### config.mk
export PLATFORM = sky130hd
export DESIGN_NAME = sram_quad_ref_reader_flat
export DESIGN_NICKNAME = d
export VERILOG_FILES = /design/src/rtl/sram_quad_ref_reader_if.sv /design/src/rtl/sram_quad_ref_reader.sv /design/src/flat_wrapper.sv
export SDC_FILE = /design/constraint.sdc
export NUM_CORES = 1
export LEC_CHECK = 0
export BUFFER_PORTS_ARGS = -buffer_cell sky130_fd_sc_hd__buf_2
export CAP_MARGIN = 20
export CORE_MARGIN = 2
export CORE_UTILIZATION = 49
export DETAILED_ROUTE_END_ITERATION = 8
export PLACE_DENSITY = 0.74
export SYNTH_ARGS = -nofsm -noshare
export SYNTH_HDL_FRONTEND = slang
export SYNTH_SLANG_ARGS = --single-unit
### constraint.sdc
create_clock -name clk -period 3.04 [get_ports clk]
set_clock_uncertainty 0.15 [all_clocks]
set_input_delay 0 -clock clk [delete_from_list [all_inputs] [get_ports clk]]
set_output_delay 0 -clock clk [all_outputs]
set_load 0.02 [all_outputs]
### src/rtl/sram_quad_ref_reader_if.sv
// SRAM read port shared by the quadrature reference reader and its SRAM.
interface sram_quad_ref_reader_if;
    logic        ren;
    logic [15:0] raddr;
    logic [15:0] rdata;

    modport master (output ren, output raddr, input rdata);
    modport slave  (input ren, input raddr, output rdata);
endinterface

### src/rtl/sram_quad_ref_reader.sv
// Phase-accumulator reader of the SRAM sine table: per accepted tick it reads the
// I sample at phase and the Q sample a quarter period later, then emits both together.
module sram_quad_ref_reader #(
    parameter int unsigned RD_LAT   = 1,
    parameter logic [15:0] QUAD_OFS = 16'h4000
) (
    input  logic                          clk,
    input  logic                          rst,
    input  logic                          enable,
    input  logic                          load_busy,
    input  logic                          tick,
    input  logic [31:0]                   ftw,
    input  logic [15:0]                   phase_ofs,
    input  logic                          phase_clr,
    sram_quad_ref_reader_if.master        sram,
    output logic [15:0]                   sin_out,
    output logic [15:0]                   cos_out,
    output logic                          valid,
    output logic                          overrun
);

    localparam int unsigned AW = 16;
    localparam int unsigned DW = 16;
    localparam int unsigned PW = 32;
    localparam int unsigned CW = 2;
    localparam logic [CW-1:0] WAIT_LAST = CW'((RD_LAT > 1) ? (RD_LAT - 2) : 0);

    typedef enum logic [1:0] {
        S_IDLE = 2'd0,
        S_RD_I = 2'd1,
        S_RD_Q = 2'd2,
        S_WAIT = 2'd3
    } state_t;

    state_t        state, state_d;
    logic [PW-1:0] phase, phase_d;
    logic [AW-1:0] addr_a, addr_a_d;
    logic [AW-1:0] raddr_q, raddr_d;
    logic          ren_q, ren_d;
    logic [CW-1:0] cnt, cnt_d;
    logic          overrun_d;
    logic          abort_c;
    logic          accept_c;

    // Per-stage tags marking which rdata cycles carry live I / Q samples
    logic [RD_LAT-1:0] pipe_i, pipe_q;
    logic [RD_LAT:0]   pipe_i_nx, pipe_q_nx;
    logic              i_hit_c, q_hit_c;
    logic [DW-1:0]     i_cap;

    assign abort_c  = (state != S_IDLE) && (load_busy || !enable);
    assign accept_c = tick && enable && !load_busy && !phase_clr && (state == S_IDLE);

    // Next-state, accumulator and read-port logic
    always_comb begin
        state_d   = state;
        phase_d   = phase;
        addr_a_d  = addr_a;
        raddr_d   = raddr_q;
        ren_d     = 1'b0;
        cnt_d     = cnt;
        overrun_d = overrun;

        if (phase_clr) begin
            phase_d   = '0;
            overrun_d = 1'b0;
        end else if (tick && enable && !load_busy && (state != S_IDLE)) begin
            overrun_d = 1'b1;
        end

        if (abort_c) begin
            state_d = S_IDLE;
        end else begin
            case (state)
                S_IDLE: begin
                    if (accept_c) begin
                        addr_a_d = AW'(phase[PW-1:PW-AW] + phase_ofs);
                        phase_d  = PW'(phase + ftw);
                        raddr_d  = addr_a_d;
                        ren_d    = 1'b1;
                        state_d  = S_RD_I;
                    end
                end
                S_RD_I: begin
                    raddr_d = AW'(addr_a + QUAD_OFS);
                    ren_d   = 1'b1;
                    state_d = S_RD_Q;
                end
                S_RD_Q: begin
                    if (RD_LAT > 1) begin
                        cnt_d   = WAIT_LAST;
                        state_d = S_WAIT;
                    end else begin
                        state_d = S_IDLE;
                    end
                end
                S_WAIT: begin
                    if (cnt == '0) begin
                        state_d = S_IDLE;
                    end else begin
                        cnt_d = CW'(cnt - CW'(1));
                    end
                end
                default: state_d = S_IDLE;
            endcase
        end
    end

    always_ff @(posedge clk or negedge rst) begin
        if (!rst) begin
            state   <= S_IDLE;
            phase   <= '0;
            addr_a  <= '0;
            raddr_q <= '0;
            ren_q   <= 1'b0;
            cnt     <= '0;
            overrun <= 1'b0;
        end else begin
            state   <= state_d;
            phase   <= phase_d;
            addr_a  <= addr_a_d;
            raddr_q <= raddr_d;
            ren_q   <= ren_d;
            cnt     <= cnt_d;
            overrun <= overrun_d;
        end
    end

    assign sram.ren   = ren_q;
    assign sram.raddr = raddr_q;

    assign pipe_i_nx = {pipe_i, (state == S_RD_I)};
    assign pipe_q_nx = {pipe_q, (state == S_RD_Q)};
    assign i_hit_c   = pipe_i[RD_LAT-1] && !abort_c;
    assign q_hit_c   = pipe_q[RD_LAT-1] && !abort_c;

    // Read-latency tracking; an abort discards every read already in flight
    always_ff @(posedge clk or negedge rst) begin
        if (!rst) begin
            pipe_i <= '0;
            pipe_q <= '0;
        end else if (abort_c) begin
            pipe_i <= '0;
            pipe_q <= '0;
        end else begin
            pipe_i <= pipe_i_nx[RD_LAT-1:0];
            pipe_q <= pipe_q_nx[RD_LAT-1:0];
        end
    end

    // Hold I until Q lands so both outputs change in the same cycle
    always_ff @(posedge clk or negedge rst) begin
        if (!rst) begin
            i_cap   <= '0;
            sin_out <= '0;
            cos_out <= '0;
            valid   <= 1'b0;
        end else begin
            valid <= q_hit_c;
            if (i_hit_c) begin
                i_cap <= sram.rdata;
            end
            if (q_hit_c) begin
                sin_out <= i_cap;
                cos_out <= sram.rdata;
            end
        end
    end

endmodule

### src/flat_wrapper.sv
// flat-port wrapper written by rule: the top's interface ports become plain ports
module sram_quad_ref_reader_flat 
#(
    parameter int unsigned RD_LAT   = 1,
    parameter logic [15:0] QUAD_OFS = 16'h4000
)
  (clk, rst, enable, load_busy, tick, ftw, phase_ofs, phase_clr, sin_out, cos_out, valid, overrun, sram_ren, sram_raddr, sram_rdata);
  sram_quad_ref_reader_if sram_i ();
  input  logic clk;
  input  logic rst;
  input  logic enable;
  input  logic load_busy;
  input  logic tick;
  input  logic [31:0] ftw;
  input  logic [15:0] phase_ofs;
  input  logic phase_clr;
  output logic [15:0] sin_out;
  output logic [15:0] cos_out;
  output logic valid;
  output logic overrun;
  output wire logic [$bits(sram_i.ren)-1:0] sram_ren;
  output wire logic [$bits(sram_i.raddr)-1:0] sram_raddr;
  input wire logic [$bits(sram_i.rdata)-1:0] sram_rdata;
  assign sram_ren = sram_i.ren;
  assign sram_raddr = sram_i.raddr;
  assign sram_i.rdata = sram_rdata;
  sram_quad_ref_reader #(.RD_LAT(RD_LAT), .QUAD_OFS(QUAD_OFS)) u_core (.clk(clk), .rst(rst), .enable(enable), .load_busy(load_busy), .tick(tick), .ftw(ftw), .phase_ofs(phase_ofs), .phase_clr(phase_clr), .sram(sram_i), .sin_out(sin_out), .cos_out(cos_out), .valid(valid), .overrun(overrun));
endmodule
==> summary.md, run 1 <==
| Metric | Value |
|---|---|
| Outcome | finished clean |
| Max frequency | 0.336 GHz |
| Initial Util | 50.6% |
| Routed vias | 6197 |
| Hold WS | 0.00677 ns |
| Chip height | 124 um |
| H-tree depth | 4 |
| PwrDens | 530 nW/um^2 |
| TritonCTS buffer count | 17 |
| RSZ-0062 raised after global routing | true |
| Clock Sinks | 121 |
| Avg Vias per Cell | 5.31 |
| Vias in the first global route | 6046 |
| Fin crit share | 97.8% |
| Clock Path Buffers | 2 |
| First-pass GRT wire length | 29.1 mm |
| Non-Filler Instances | 1167 |
| Max Slew Vio Count | 0 |
| Die W | 124 um |
| CTS tree | done |
| Synth Cell Area | 7080 um^2 |
| Grt ovf | 0 |
| Crit-path cells | ha_2 > fa_2 > a21o_1 > a31o_1 > nor3b_1 > o211ai_2 > a21boi_2 > o2111ai_2 > a21oi_2 > or3_1 > a32o_1 |
| Input/output buffers | 120 |
| Area grow syn2layout | 26.2% |
| Reg clk slew, reported paths | 0.05 ns |
| Crit path time final | 2.97 ns |
| Async set-or-reset flop fraction in the synthesized netlist | 100% |
| Slowest-stage cell, CP | fa_2 |
| DRT antenna net count | 0 |
| Critical Path Sink Type | register |
| Max VDD drop | 407 uV |
| Routability cong. | 0.864 |
| Crit start category | register |
| HPWL after DPL | 11.7 mm |
| Placed cell areas | 7880 um^2 |
| Antenna cells | 0 |
| Largest cells by area after synthesis | dfrtp_1, nand2_1, ha_1 |
| Post-route setup slack | 0.0679 ns |
| Final nets | 1095 |
| Top cells by count, synth | nand2_1, dfrtp_1, a21oi_1, ha_1, nor2_1 |
| Post-Place Cells | 1091 |
| Die area | 15400 um^2 |
| Primary FF master, synth | dfrtp_1 |
| GR Util All Layers | 22.9% |
| DRC violations left | 0 |
| Clock latency on the worst-skew pair | 0.41 ns |
| Post-synth EDFFs | 0 |
| Worst Path Arrival | 3.12 ns |
| Hold Path Class | in2async |
| Syn. warnings | 0 |
| Finished Cell Area | 8940 um^2 |
| Critical path class | reg2reg |
| Number of DRC markers in iteration 0 | 316 |
| Synth unique cells | 64 |
| Mean Syn Cell Area | 8.76 um^2 |
| Leakage power | 4.64 nW |
| Slowest stage delay, CP | 0.40 ns |
| Hold Fails Final Rpt | 0 |
| Worst Tran Pin Value | 1.01 ns |
| Synth top area share | 42.7% |
| Synthesized flop and latch total | 121 |
| Register area share after synthesis | 42.7% |
| Worst-path maximum fanout | 3 |
| Clock Tree Root | clkbuf_16 |
| Syn Inst Count | 809 |
| Syn_nets | 928 |
| Rows | 43 |
| Largest net degree at the start of global routing | 62 |
| Antenna violations before repair | 1 |
| Share of cells above drive strength 1 | 20.9% |
| Final setup viols | 0 |
| Slew HR | 32.6% |
| Max cap viols | 0 |
| # fillers | 1193 |
| Top-count cell post-synth | nand2_1 |
| Core region area | 14000 um^2 |
| Io pins | 121 |
| Drt total wl | 17.1 mm |
| Worst endpoint required time | 3.18 ns |
| Cell taking the most area after synthesis | dfrtp_1 |
| Routed len/inst | 14.7 um |
| 1st-pass router iterations | 5 |
| Final Total Pwr | 0.00474 W |
| Pre-CTS WS | 0.0187 ns |
stage by stage:
step,setup TNS (ns),util (%)
2_1_floorplan,0,-
3_3_place_gp,0,56.4
3_5_place_dp,0,56.4
4_1_cts,0,63.7
5_1_grt,-0.0732,63.9
6_report,0,63.9
cells by family after synthesis:
logic type               share of synthesized area, %
AND/OR/NAND/NOR                                  20.6
AO/OA/AOI/OAI                                    17.2
flip-flops                                       42.7
buffers and inverters                            3.30
adder cells (fa/ha/maj)                          8.87
XOR/XNOR                                         4.20
multiplexers                                     3.13
worst max-delay path: cells and delay by family, from the launching register on:
family / cells / cell delay (ns)
AOI/OAI and AO/OA: 7 / 1.28
adders and majority gates: 2 / 0.59
DFF: 1 / 0.38
and+or+nand+nor: 2 / 0.47
timing repair:
action	CTS	global route
resized for setup	1	9
hold buffers	46	0
pin swaps	0	9
buffers inserted	0	0
hold endpoints to repair	191	0
endpoints found under the setup margin	1	6
cell usage in the layout, fill, tap and decap left out, types with 18 or more instances in the layout:
master,synthesis,final
nand3_1,18,18
o21ai_0,32,31
xnor2_1,21,21
ha_1,47,43
nor2_1,47,47
buf_2,2,119
nand2_1,224,224
a21oi_1,68,66
dlygate4sd3_1,0,46
dfrtp_1,121,121
inv_1,20,20
flip-flops by register name, summed over array words and instances, names as in the netlist:
name,flops
u_core.addr_a,16
u_core.cnt,2
u_core.cos_out,16
u_core.i_cap,16
u_core.overrun,1
u_core.phase,32
u_core.pipe_i,1
u_core.pipe_q,1
u_core.sin_out,16
u_core.sram.raddr,16
u_core.sram.ren,1
u_core.state,2
u_core.valid,1
final cells by class:
class / count / area, um^2 / area share, %
Inverter: 20 / 75.1 / 0.840
Clock buffer: 22 / 474 / 5.30
Tap cell: 180 / 225 / 2.52
Multi-Input combinational cell: 635 / 3850 / 43.1
Sequential cell: 121 / 3030 / 33.9
Clock inverter: 8 / 96.3 / 1.08
Timing Repair Buffer: 181 / 1190 / 13.3
path summary, 6_finish.rpt:
check / cells past startpoint / endpoint / slack [ns] / from
max in group asynchronous: 3 / u_core.phase[28] / 1.98 / rst
max reg2reg: 11 / u_core.phase[26] / 0.07 / u_core.phase[0]
min reg2reg: 2 / u_core.sin_out[4] / 0.31 / u_core.i_cap[4]
max: 11 / u_core.phase[26] / 0.07 / u_core.phase[0]
min in group clk: 5 / u_core.phase[19] / 0.02 / ftw[19]
min: 2 / u_core.sram.raddr[8] / 0.007 / rst
per-layer routing:
| layer | wire, um | vias to the layer above | global-route usage, % |
|---|---|---|---|
| met2 | 8250 | 139 | 37.9 |
| met5 | 13 | - | 0 |
| met1 | 7850 | 2903 | 29.8 |
| met4 | 315 | 2 | 7.07 |
| met3 | 677 | 29 | 5.72 |
| li1 | - | 3124 | - |
power breakdown:
| group | leakage (nW) | internal (W) | switching, W |
|---|---|---|---|
| Combinational | 2.77 | 0.000387 | 0.000508 |
| Clock | 0.282 | 0.00126 | 0.000700 |
| Sequential | 1.60 | 0.00180 | 0.0000965 |
No activity file was read; power rests on OpenSTA's default activity.
==> run 2: changes to the inputs <==
- CORE_UTILIZATION: 49 -> 51
- PLACE_DENSITY: 0.74 -> 0.76
- REMOVE_ABC_BUFFERS: default -> 1
==> run 2 against run 1 <==
  * Clock power is 7% higher
  * Core utilization grew 1.9 points
  * Total power is 3.5% higher
  * Largest power group unchanged
  * Global-route usage up 0.92 points
  * Hold slack gained 0.012 ns
  * Register-to-register slack improved by 0.06 ns
  * Maximum frequency is 2.2% higher
  * Setup slack improved by 0.063 ns
  * Critical endpoint unchanged
  * Non-clock buffer count increased by 4
==> summary.md, run 2 (synthesis results as in run 1) <==
| Metric | Value |
|---|---|
| Hold Fails Final Rpt | 0 |
| Antenna cells | 0 |
| Critical path class | reg2reg |
| 1st-pass router iterations | 5 |
| Die area | 14800 um^2 |
| Number of DRC markers in iteration 0 | 386 |
| Routed vias | 6256 |
| Post-CTS Setup Bufs | 0 |
| Final core occ | 65.9% |
| Initial Util | 51.6% |
| Leakage power | 4.69 nW |
| Outcome | finished clean |
| Gate power share | 18.6% |
| First-pass GRT wire length | 28.0 mm |
| Setup TNS | 0 ns |
| Crit start category | register |
| Die W | 122 um |
| Avg Vias per Cell | 5.33 |
| Sequential power share | 38.7% |
| DRT antenna net count | 0 |
| Int Power | 0.00356 W |
| Reg clk slew, reported paths | 0.06 ns |
| H-tree depth | 4 |
| Routed len/inst | 14.6 um |
| Max VDD drop | 355 uV |
| Worst-path maximum fanout | 3 |
| Largest net degree at the start of global routing | 65 |
| Switching pwr | 0.00135 W |
| GR Util All Layers | 23.8% |
| Final setup viols | 0 |
| Largest Register | u_core.phase |
| Commonest non-fill, non-tap cell in the layout | nand2_1 |
| Grt ovf | 0 |
| Post-route setup slack | 0.131 ns |
| Rows | 43 |
| Clock Tree Root | clkbuf_16 |
| Worst endpoint required time | 3.19 ns |
| Max frequency | 0.344 GHz |
| Clock power frac | 42.7% |
| Final nets | 1099 |
| Chip height | 122 um |
| Sw Share | 27.5% |
| Clock latency on the worst-skew pair | 0.41 ns |
| Crit path time final | 2.91 ns |
| Fin crit share | 95.7% |
| PwrDens | 543 nW/um^2 |
| Io pins | 121 |
| DRC violations left | 0 |
| Max cap viols | 0 |
| Worst Path Arrival | 3.06 ns |
| Core region area | 13700 um^2 |
| Max reg flops | 32 |
| Critical Path Sink Type | register |
| Routability cong. | 0.922 |
| RSZ-0062 raised after global routing | false |
| Share of cells above drive strength 1 | 21.8% |
| Pre-CTS WS | 0.0120 ns |
| Antenna violations before repair | 0 |
| Worst Tran Pin Value | 0.978 ns |
| HPWL after DPL | 11.9 mm |
| Max Slew Vio Count | 0 |
| Vias in the first global route | 5997 |
| Area grow syn2layout | 27.6% |
| Hold Path Class | in2reg |
| Most frequent cells in the layout | nand2_1, dfrtp_1, buf_2 |
| CTS tree | done |
| Clock Path Buffers | 2 |
| Slew HR | 34.7% |
| TritonCTS buffer count | 17 |
| Drt total wl | 17.1 mm |
| Clock Sinks | 121 |
| Input/output buffers | 120 |
-- run 2: cell types whose count changed in the layout (fill, tap and decap cells not counted), sizes merged --
cell,change
clkinvlp,+4
buf,+7
clkinv,-3
dlygate4sd3,-3
bufinv,+1
-- run 2: per-layer routing --
metal / vias up / track usage [%] / wire (um)
met5: - / 0 / 0
met4: 0 / 6.47 / 259
met3: 26 / 5.10 / 862
met2: 178 / 40.4 / 8180
met1: 2923 / 31.1 / 7800
li1: 3129 / - / -
-- run 2: per-stage QoR --
stage | instance area (um^2) | hold WS, ns | power [W] | instances
final | 9040 | 0.0188 | 0.00491 | 1173
after global routing | 9040 | 0.0562 | 0.00513 | 1173
after CTS | 8990 | 0.000805 | 0.00492 | 1173
after detailed placement | 7940 | -0.00544 | 0.00278 | 1098
after global placement | 7940 | -0.00598 | 0.00276 | 1098
after floorplan | 6920 | -0.446 | 0.00246 | 776
-- run 2: path summary, 6_finish.rpt --
kind / start / to / slack, ns / cells after the start
max: u_core.phase[0] / u_core.phase[26] / 0.13 / 11
min: phase_ofs[7] / u_core.addr_a[7] / 0.02 / 5
max reg2reg: u_core.phase[0] / u_core.phase[26] / 0.13 / 11
min reg2reg: u_core.i_cap[2] / u_core.sin_out[2] / 0.30 / 2
max in group asynchronous: rst / u_core.addr_a[14] / 1.91 / 3
min in group asynchronous: rst / u_core.sin_out[11] / 0.06 / 2
-- run 2: area by class of cell --
| type | instances | area, um^2 |
|---|---|---|
| clock buffers | 22 | 484 |
| well taps | 180 | 225 |
| multi-input cells | 635 | 3870 |
| clock inverters | 10 | 141 |
| flip-flops and latches | 121 | 3030 |
| inverters | 20 | 75.1 |
| repair buffers | 185 | 1210 |
| fillers | 1152 | 4680 |
-- run 2: worst max-delay path: stages, from the launching register on --
cell and delay (ns):
dfrtp_1 0.38, ha_2 0.20, fa_2 0.34, a21o_1 0.19, a31o_1 0.23, nor3b_1 0.15
o211ai_2 0.19, a21boi_2 0.09, o2111ai_2 0.24, a21oi_2 0.09, or3_1 0.30, a32o_1 0.25
-- run 2: power by group through the flow --
stage | Clock (W) | Sequential (W) | Combinational, W
global route | 0.00219 | 0.00192 | 0.00101
global placement | 0 | 0.00191 | 0.000841
detailed placement | 0 | 0.00193 | 0.000854
floorplan | 0 | 0.00200 | 0.000460
CTS | 0.00212 | 0.00190 | 0.000906
finish | 0.00210 | 0.00190 | 0.000912
-- run 2: timing repair --
item,in CTS,in global routing
hold buffers,43,0
endpoints found under the hold margin,127,0
endpoints found under the setup margin,0,6
resized for setup,0,10
